`src/rtl/fp32_pkg.sv`:
```
// fp32_pkg: binary32 format constants and the packed fp32 field layout
package fp32_pkg;
  localparam int EXP_W = 8;
  localparam int FRAC_W = 23;
  localparam int BIAS = 127;
  localparam logic [EXP_W-1:0] EXP_MAX = 8'hFF;
  localparam logic [31:0] QNAN = 32'h7FC0_0000;
  localparam logic [31:0] POS_INF = 32'h7F80_0000;
  typedef struct packed {
    logic sign;
    logic [EXP_W-1:0] exp;
    logic [FRAC_W-1:0] frac;
  } fp32_t;
endpackage

```
`src/rtl/fp_lzc24.sv`:
```
// fp_lzc24: combinational leading-zero count of a 24-bit significand
// ports: d (24-bit value), cnt (zeros above the leading one, 24 when d is all zero)
module fp_lzc24 (
  input  logic [23:0] d,
  output logic [4:0]  cnt
);
  always_comb begin
    cnt = 5'd24;
    for (int i = 0; i < 24; i++)
      if (d[i]) cnt = 5'(23 - i);
  end
endmodule

```
`src/rtl/fp_adder.sv`:
```
// fp_adder: binary32 add/subtract with round-to-nearest-even and one output register
// ports: clk, rst_n (async active-low), A/B operands, Sum registered result,
//        overflow (finite inputs rounded to Inf), underflow (tiny and inexact)
module fp_adder
  import fp32_pkg::*;
(
  input  logic        clk,
  input  logic        rst_n,
  input  logic [31:0] A,
  input  logic [31:0] B,
  output logic [31:0] Sum,
  output logic        overflow,
  output logic        underflow
);
  fp32_t a, b, big, sml;
  logic a_nan, b_nan, a_inf, b_inf, swap, sub, lost, inexact, rup, ovf, zero;
  logic [7:0] eb_eff, es_eff, d;
  logic [26:0] sml_ext, sml_sh, aligned, norm;
  logic [27:0] big_ext, raw;
  logic [4:0] lz;
  logic [8:0] e, lim, sh, en, ef;
  logic [31:0] rnd, n_sum;
  logic n_ovf, n_unf;
  assign a = A;
  assign b = B;
  assign a_nan = a.exp == EXP_MAX && a.frac != '0;
  assign b_nan = b.exp == EXP_MAX && b.frac != '0;
  assign a_inf = a.exp == EXP_MAX && a.frac == '0;
  assign b_inf = b.exp == EXP_MAX && b.frac == '0;
  assign swap = {b.exp, b.frac} > {a.exp, a.frac};
  assign big = swap ? b : a;
  assign sml = swap ? a : b;
  assign sub = big.sign ^ sml.sign;
  // subnormals sit on the exponent-1 grid with a zero hidden bit
  assign eb_eff = big.exp == '0 ? 8'd1 : big.exp;
  assign es_eff = sml.exp == '0 ? 8'd1 : sml.exp;
  assign d = eb_eff - es_eff;
  // {hidden, frac, guard, round, sticky}; large shifts fall entirely into sticky
  assign sml_ext = {sml.exp != '0, sml.frac, 3'b000};
  assign sml_sh = sml_ext >> d;
  assign lost = |(sml_ext & ~({27{1'b1}} << d));
  assign aligned = {sml_sh[26:1], sml_sh[0] | lost};
  assign big_ext = {1'b0, big.exp != '0, big.frac, 3'b000};
  assign raw = sub ? big_ext - {1'b0, aligned} : big_ext + {1'b0, aligned};
  fp_lzc24 u_lzc (.d(raw[26:3]), .cnt(lz));
  // left shift stops at exponent 1 so tiny results land as subnormals
  assign e = {1'b0, eb_eff};
  assign lim = e - 9'd1;
  assign sh = {4'b0, lz} > lim ? lim : {4'b0, lz};
  assign norm = raw[27] ? {raw[27:2], |raw[1:0]} : raw[26:0] << sh;
  assign en = raw[27] ? e + 9'd1 : e - sh;
  assign ef = norm[26] ? en : 9'd0;
  assign inexact = |norm[2:0];
  assign rup = norm[2] & (norm[1] | norm[0] | norm[3]);
  // rounding carry ripples from fraction into exponent, covering subnormal->normal too
  assign rnd = {ef, norm[25:3]} + {31'b0, rup};
  assign ovf = rnd[31:23] >= 9'd255;
  assign zero = raw == '0;
  always_comb begin
    n_sum = {big.sign, rnd[30:0]};
    n_ovf = 1'b0;
    n_unf = 1'b0;
    if (a_nan || b_nan || (a_inf && b_inf && sub)) n_sum = QNAN;
    else if (a_inf) n_sum = A;
    else if (b_inf) n_sum = B;
    else if (zero) n_sum = {a.sign & b.sign, 31'b0};
    else if (ovf) begin
      n_sum = {big.sign, POS_INF[30:0]};
      n_ovf = 1'b1;
    end else n_unf = rnd[30:23] == '0 && inexact;
  end
  always_ff @(posedge clk or negedge rst_n)
    if (!rst_n) begin
      Sum <= '0;
      overflow <= 1'b0;
      underflow <= 1'b0;
    end else begin
      Sum <= n_sum;
      overflow <= n_ovf;
      underflow <= n_unf;
    end
endmodule

```
`config.mk`:
```
export PLATFORM = sky130hd
export DESIGN_NAME = fp_adder
export DESIGN_NICKNAME = d
export VERILOG_FILES = /design/src/rtl/fp32_pkg.sv /design/src/rtl/fp_lzc24.sv /design/src/rtl/fp_adder.sv
export SDC_FILE = /design/constraint.sdc
export NUM_CORES = 1
export LEC_CHECK = 0
export CORE_MARGIN = 2
export CORE_UTILIZATION = 34
export DETAILED_ROUTE_END_ITERATION = 6
export HOLD_SLACK_MARGIN = 0.05
export SLEW_MARGIN = 10
export SYNTH_ARGS = -nofsm -noshare
export SYNTH_HDL_FRONTEND = slang
export SYNTH_SLANG_ARGS = --single-unit
```
`constraint.sdc`:
```
create_clock -name clk -period 0.8 [get_ports clk]
set_clock_uncertainty 0.15 [all_clocks]
set_input_delay 0.08 -clock clk [delete_from_list [all_inputs] [get_ports clk]]
set_output_delay 0.08 -clock clk [all_outputs]
set_load 0.1 [all_outputs]
```
# After elaboration in Yosys (flattened, before gate mapping)
# Index checks and enable logic that the tools add are counted.
# classes
addsub	7
n_lt_le_gt_ge	3
eq_ne	2
shift	3
mux	48
bitwise	8
reduce_logical	22
# op_table
operator	count
two-way mux 32 bit	6
two-way mux 5 bit	16
zero test 23 bit	2
nonzero test 23 bit	2
adder 32 x 1 -> 32 bit	1
two-way mux 4 bit	8
> comparator 31 bit	1
two-way mux 31 bit	1
adder 27 x 27 -> 28 bit	1
zero test 28 bit	1
two-way mux 28 bit	1
subtractor 27 x 27 -> 28 bit	1
bitwise AND 27 bit	1
two-way mux 27 bit	1
two-way mux 9 bit	3
NOT 27 bit	1
OR reduction 27 bit	1
<< shifter 27 x 8 -> 27 bit (first input constant)	1
<< shifter 27 x 9 -> 27 bit	1
>> shifter 27 x 8 -> 27 bit	1
zero test 8 bit	3
== test 8 bit (second input constant)	2
two-way mux 8 bit	2
nonzero test 8 bit	2
14 further kinds	33
# totals
register_bits	34
in_bits	66
out_inout_bits	34
wordCells	96

# Longest topological paths before layout
# logic_depth
ltp_word	51
mapped_depth	84
depth_no_buf	73

# By module
# Synthesis repeated with hierarchy kept, for this count alone.
# unflattened
hier_cells	2242
hier_area_um2	14979.4
# by_module_without_submodules
module	instances	cells_per_inst	area_each_um2	seq_area_each_um2
fp_adder	1	2194	14714.1	850.8
fp_lzc24	1	48	265.3	0.0

# Worst setup path after synthesis
# Ideal clock, no wire load.
# synth_timing
path_type	input port to flip-flop
from	in A[29]
to	reg Sum[14]
setup_ps	101
arrival_ps	14361
required_time_ps	549
setup_slack_ps	-13811
cell_stages	74
n_path_buf	14
cell_sequence	inv_1 -> ha_1 -> nand4_2 -> nor4_2 -> a21bo_2 -> a21o_1 -> nand2_1 -> buf_2 -> buf_4 -> buf_2 -> mux2i_1 -> and3_1 -> nand2b_1 -> and2_1 -> clkbuf_1 -> ha_1 -> fa_1 -> nor2b_1 -> [... 38 more ...] -> a21oi_1 -> nand2_1 -> o31ai_2 -> buf_4 -> mux2i_1 -> mux2i_1 -> o22ai_1 -> a221oi_1 -> or2_1 -> or4b_1 -> buf_2 -> or3_1 -> buf_6 -> nor2_8 -> xor2_4 -> o21bai_2 -> buf_6 -> nor4bb_1
# synth_via
elab_chain_len	50
elab_cells_between_ends	72
classes_between	7 x add/sub; 3 x order compare; 1 x eq/ne; 3 x shift; 38 x mux; 7 x bitwise; 13 x reduce/logical
# synth_lines
item	line_no	rtl
from (decl)	fp_adder.sv:9	input logic [31:0] A,
> comparator 31 bit	fp_adder.sv:30	assign swap = {b.exp, b.frac} > {a.exp, a.frac};
two-way mux 32 bit, on equally long branches	fp_adder.sv:31, fp_adder.sv:32	
zero test 8 bit, on equally long branches	fp_adder.sv:35, fp_adder.sv:36	
two-way mux 8 bit, on equally long branches	fp_adder.sv:35, fp_adder.sv:36	
subtractor 8 bit	fp_adder.sv:37	assign d = eb_eff - es_eff;
<< shifter 27 x 8 -> 27 bit	fp_adder.sv:41	assign lost = |(sml_ext & ~({27{1'b1}} << d));
NOT 27 bit	fp_adder.sv:41	
bitwise AND 27 bit	fp_adder.sv:41	
[... 35 more ...]	-	
adder 32 x 1 -> 32 bit	fp_adder.sv:56	assign rnd = {ef, norm[25:3]} + {31'b0, rup};
greater-or-equal comparator 9 x 8 -> 1 bit	fp_adder.sv:57	assign ovf = rnd[31:23] >= 9'd255;
two-way mux 31 bit	fp_adder.sv:67	else if (ovf) begin
two-way mux 32 bit	fp_adder.sv:66	else if (zero) n_sum = {a.sign & b.sign, 31'b0};
two-way mux 32 bit	fp_adder.sv:65	else if (b_inf) n_sum = B;
two-way mux 32 bit	fp_adder.sv:64	else if (a_inf) n_sum = A;
two-way mux 32 bit (*)	fp_adder.sv:63	if (a_nan || b_nan || (a_inf && b_inf && sub)) n_sum = QNAN;
via n_sum[14]	fp_adder.sv:22	logic [31:0] rnd, n_sum;
to (signal assigned)	fp_adder.sv:78	Sum <= n_sum;
to (decl)	fp_adder.sv:11	output logic [31:0] Sum,
# The timed path passes the listed nets; every way through them passes the cells marked *.

# Final worst setup path
# layout_timing
from	in B[8]
to	reg Sum[14]
# layout_via
elab_chain_len	50
elab_cells_between_ends	73
classes_between	7 x add/sub; 3 x order compare; 3 x shift; 38 x mux; 7 x bitwise; 15 x reduce/logical
# layout_lines
item	line_no	rtl
from (decl)	fp_adder.sv:10	input logic [31:0] B,
> comparator 31 bit	fp_adder.sv:30	
two-way mux 32 bit, on equally long branches	fp_adder.sv:31, fp_adder.sv:32	
zero test 8 bit, on equally long branches	fp_adder.sv:35, fp_adder.sv:36	
two-way mux 8 bit, on equally long branches	fp_adder.sv:35, fp_adder.sv:36	
subtractor 8 bit	fp_adder.sv:37	
<< shifter 27 x 8 -> 27 bit	fp_adder.sv:41	
NOT 27 bit	fp_adder.sv:41	
bitwise AND 27 bit	fp_adder.sv:41	
[... 35 more ...]	-	
adder 32 x 1 -> 32 bit	fp_adder.sv:56	
greater-or-equal comparator 9 x 8 -> 1 bit	fp_adder.sv:57	
two-way mux 31 bit	fp_adder.sv:67	
two-way mux 32 bit	fp_adder.sv:66	
two-way mux 32 bit	fp_adder.sv:65	
two-way mux 32 bit	fp_adder.sv:64	
two-way mux 32 bit (*)	fp_adder.sv:63	
via n_sum[14]	fp_adder.sv:22	
# Marks and branches as above.

==> flow_summary.ini <==
[cells_and_area]
utilization_pct = 62.08
drive_gt1_share_pct = 48.14
antenna_cells = 0
final_cells = 3506
area_delta_synth_final_pct = 79.77
nNetsFinal = 3154

[synth]
syn_area_per_cell_um2 = 6.756
synth_fa_ha_area_share_pct = 9.967
yosys_warnings = 0
synth_top_family_by_area = compound AO/OA/AOI/OAI gates
synthSimpleGateAreaFrac_pct = 29.76
synth_edf_count = 0
yosys-top-cells-area = ha_1 (9.5%), nand2_1 (6.3%), dfrtp_1 (6.2%)
muxShareOfSynthArea_pct = 6.554
synth.distinct_cells = 119
ys_ff_latch = 34
ys_dominant_reg_cell = dfrtp_1
ys_seq_area_share_pct = 6.173
synthArstFlopShare_pct = 100.0
synth.top_cells.by_count = nand2_1 (231), nor2_1 (189), o21ai_0 (149), a21oi_1 (143), inv_1 (113)
syn-num-nets = 2214
synthCells = 2040
synth.most_common_cell = nand2_1
synth-xor-area-share_pct = 4.076
synth_compound_area_share_pct = 36.25
syn_area_um2 = 13780
synth_area_leader_cell = ha_1
synth_top_area_share_pct = 9.532

[grt]
grt_pass1_wl_mm = 116.6
first_global_vias = 20484
grt.total_usage_pct = 35.48
antenna_found_initial = 0
grt_max_degree = 65
grt_overflow = 0

[placement]
dp_hpwl_mm = 62.68
io_buffers = 99
place_congestion = 1.005
dpl.cell_count = 3415

[routing]
viasPerCell = 5.865
post-route-drc-count = 0
drt-initial-drc-count = 1700
vias = 20563
post_drt_wl_per_cell_um = 22.01
wl_met3_mm = 5.127
wl_met2_mm = 36.04
antenna_left = 0
wl_met1_mm = 31.85
top_layer = met4
totalWireLength_mm = 77.15
dr.pass1.iters = 5

[floorplanning]
die_w_um = 205.3
io-pin-count = 100
coreArea_um2 = 39910
initial_core_util_pct = 34.53
row_count = 73
die-area_um2 = 42160
dieHeight_um = 205.3

[timing]
fin_crit_ns = 13.45
tightest_slew_ns = 0.7068
fin_ws_ns = -12.65
setup_viol = 68
fmaxAchievable_mhz = 74.37
slew_violations = 0
hold_viol = 0
relSlewSlack_pct = 52.56
period_share_pct = 1681
holdWs_ns = 0.01053
rsz0062_at_grt = true

[critical_path]
cp_top_family = compound AO/OA/AOI/OAI gates
crit_path_max_fanout = 9
cpMostUsedCell = buf_4
crit_arrival_ns = 13.47
crit_type = input pin to flop
crit_buf_inv = 16
critPathLaunchType = input pin
end_kind = flop
slowest_stage = a2111o_1
cp_data_required_time_ns = 0.83
crit_path_max_incr_delay_ns = 0.39

[clocking]
htree_levels = 2
cts_sinks = 34
cts-root-buf = clkbuf_16
clockBufferDepth = 2
numCtsBuffers = 5
cts.reportedPaths.clkPinSlew_ns = 0.06
tritoncts = built

[worst_hold_path]
hold_class = input pin to asynchronous set/reset pin

[power_and_ir_drop]
ir_drop_mv = 1.954
power_density_nw_per_um2 = 3320
power_mw = 82.27
power.leakage_nw = 11.35

[flow_run]
maxCapViolations = 0

[status]
violations = negative setup slack
status = finished with violations
==> area by class of cell <==
class	instances	area, um^2
clock buffer	7	132.6
clock inverter	1	30.03
fill	3530	15140
inverter	116	470.5
multi-input combinational	1765	13740
sequential	34	974.7
tap	525	656.9
timing repair buffer	1058	8770
==> metrics by stage <==
step / instance area, um^2 / TNS, ns / worst slack, ns
6_report: 24780 / -434.19 / -12.65
5_1_grt: 24780 / -449.23 / -13.10
4_1_cts: 24020 / -420.25 / -12.22
3_5_place_dp: 22460 / -464.32 / -13.77
3_3_place_gp: 22460 / -453.55 / -13.43
2_1_floorplan: 14420 / -417.24 / -12.48
==> state kept, by name, summed over array words and instances (netlist names) <==
signal / cells
overflow: 1
underflow: 1
Sum: 32
==> routing by layer <==
metal,vias to the layer above,track usage [%]
li1,9592,-
met1,9821,45.00
met2,942,61.20
met3,208,3.421
met4,0,14.98
met5,-,0
==> logic make-up after synthesis <==
family | count (synthesis)
AOI/OAI and AO/OA | 707
xor gates and xnor gates | 62
adders and majority gates | 108
buffers and inverters | 241
DFF | 34
muxes | 84
and+or+nand+nor | 804
==> worst paths after layout <==
check | startpoint | slack (ns) | depth (start not counted) | end
min in group clk | A[31] | 0.39 | 4 | Sum[31]$_DFF_PN0_
max in group asynchronous | rst_n | 0.27 | 2 | Sum[22]$_DFF_PN0_
min | rst_n | 0.01 | 2 | Sum[3]$_DFF_PN0_
max | B[8] | -12.65 | 74 | Sum[14]$_DFF_PN0_
==> power by group <==
part / switching, mW / leakage (nW) / internal, mW
Sequential: 0.676 / 0.376 / 3.08
Combinational: 41.3 / 10.9 / 35.0
Clock: 0.713 / 0.0781 / 1.47
Total: 42.7 / 11.3 / 39.6
==> cell usage in the layout (no fill, tap or decap), drive strengths merged, types with 19 or more instances in the layout <==
master,count
nand2,232
a31oi,23
clkdlybuf4s15,20
nor4b,20
and3,25
o21ai,165
o21bai,20
a21o,29
nor4,35
xnor2,37
mux2i,61
ha,105
inv,115
o22ai,23
a21oi,147
mux2,20
o31ai,19
nand3,81
nor3,60
nor2,194
nand4,37
dfrtp,34
and2,24
nand2b,23
a211oi,31
o211ai,41
xor2,25
buf,1027
==> repair_timing <==
action | in CTS | in global routing
hold endpoints to repair | 34 | 34
gates resized for setup | 386 | 138
buffers inserted | 54 | 29
gates cloned | 3 | 1
endpoints found under the setup margin | 68 | 68
pin swaps | 84 | 109
(Power assumes the default switching activity.)
==> RTL edit: new RTL, same flow settings <==
`Sum` no longer has a reset.
--- a/src/rtl/fp_adder.sv
+++ b/src/rtl/fp_adder.sv
@@ -71,13 +71,15 @@
   end
   always_ff @(posedge clk or negedge rst_n)
     if (!rst_n) begin
-      Sum <= '0;
       overflow <= 1'b0;
       underflow <= 1'b0;
     end else begin
-      Sum <= n_sum;
       overflow <= n_ovf;
       underflow <= n_unf;
     end
+
+  always_ff @(posedge clk) begin
+    Sum <= n_sum;
+  end
 endmodule
 
Function: changed (Yosys sat finds a counterexample within 4 cycles, from zero or initial values and one cycle with rst_n low).
==> RTL edit against the original RTL <==
The flow finishes with violations (hold timing, setup timing); sequential power rose by 3%; sequential cell count did not move; routed wire length rose by 0.22%; final area barely moved; synthesized area fell by 1.4%; non-clock buffer count rose by 22; worst setup slack improved by 250 ps; power rose by 12%; critical path type unchanged; largest cell class unchanged; highest routed layer unchanged.
==> RTL edit: results <==
routing:
  firstDrtPassIters: 6
  drt-met1-wl_um: 30800
  wl_met2_um: 36200
  route.met3.wl_um: 5350
worst_setup_path:
  cp_max_fo: 8
  max_stage_delay_ps: 550
  cp-startpoint: "A[19]"
  critPathArrivalTime_ps: 13260
grt:
  track_usage_pct: 35.6
  grt_pass1_wl_um: 117000
  grt_start_max_net_pins: 53
  grtUsageMet3_pct: 3.68
synthesis:
  synth_top_flop_cell: "dfxtp_1"
  ys_types: 107
  syn-num-nets: 2238
  synth_common_cells: "nand2_1, nor2_1, a21oi_1, o21ai_0, inv_1"
  synthTopCellsByArea: "ha_1, nand2_1, a21oi_1, mux2i_1, nor2_1"
  synth-seq-area-share_pct: 5.08
  async_flop_share_pct: 5.88
power_and_ir_drop:
  ir_drop_uv: 2270
  swShare_pct: 51.4
finish:
  fin_nets: 3203
  multi_input_area_share_pct: 55.3
  clockBufferCount: 5
  clkCellAreaFrac_pct: 0.550
  stdcell_count: 3555
  inverters: 120
  final_area_sq_um: 24800
  n_fill_cell: 3542
  multi_input_gates: 1788
  drive_above_1_share_pct: 48.5
sta:
  hold_viol: 2
  worst_slack_ps: -12390
  fin_tns_setup_ps: -419090
  holdWs_ps: -182
  tightest_slew_ps: 1100
  setup_viol: 68
placement:
  dpl-instance-area_sq_um: 22500
  dp_hpwl_um: 63300
  place_ws_ps: -13440
  post-place-cells: 3455
status:
  status: "complete, but fails checks"
  failed_checks: "hold timing, setup timing"
clock_network:
  post_cts_buffers: 52
  cts_resized: 316
-- RTL edit: cell types whose count changed in the layout (fill, tap and decap cells not counted), moves of 16 or more --
cell	change
mux2i_1	+16
buf_4	+26
nor2_1	-18
dfxtp_4	+32
nor3_1	+28
o21ai_0	-27
dfrtp_4	-31
-- RTL edit: cell families after synthesis --
group / synth area share [%]
compound gates: 34.1
simple gates: 30.9
xor+xnor: 3.80
flops: 5.08
mux: 8.25
fa+ha+maj: 10.1
buf+inv: 7.71
-- RTL edit: power by group through the flow --
stage | combinational (W) | clock, W | sequential (W)
6_report | 0.0861 | 0.00181 | 0.00386
5_1_grt | 0.0906 | 0.00194 | 0.00394
4_1_cts | 0.0804 | 0.00183 | 0.00388
3_5_place_dp | 0.0757 | 0 | 0.00389
3_3_place_gp | 0.0750 | 0 | 0.00388
2_1_floorplan | 0.0335 | 0 | 0.00943
-- RTL edit: path summary, 6_finish.rpt --
check | end | slack, ps
min in group clk | Sum[31] | 250
max in group asynchronous | underflow | 540
min | overflow | -180
max | overflow | -12390
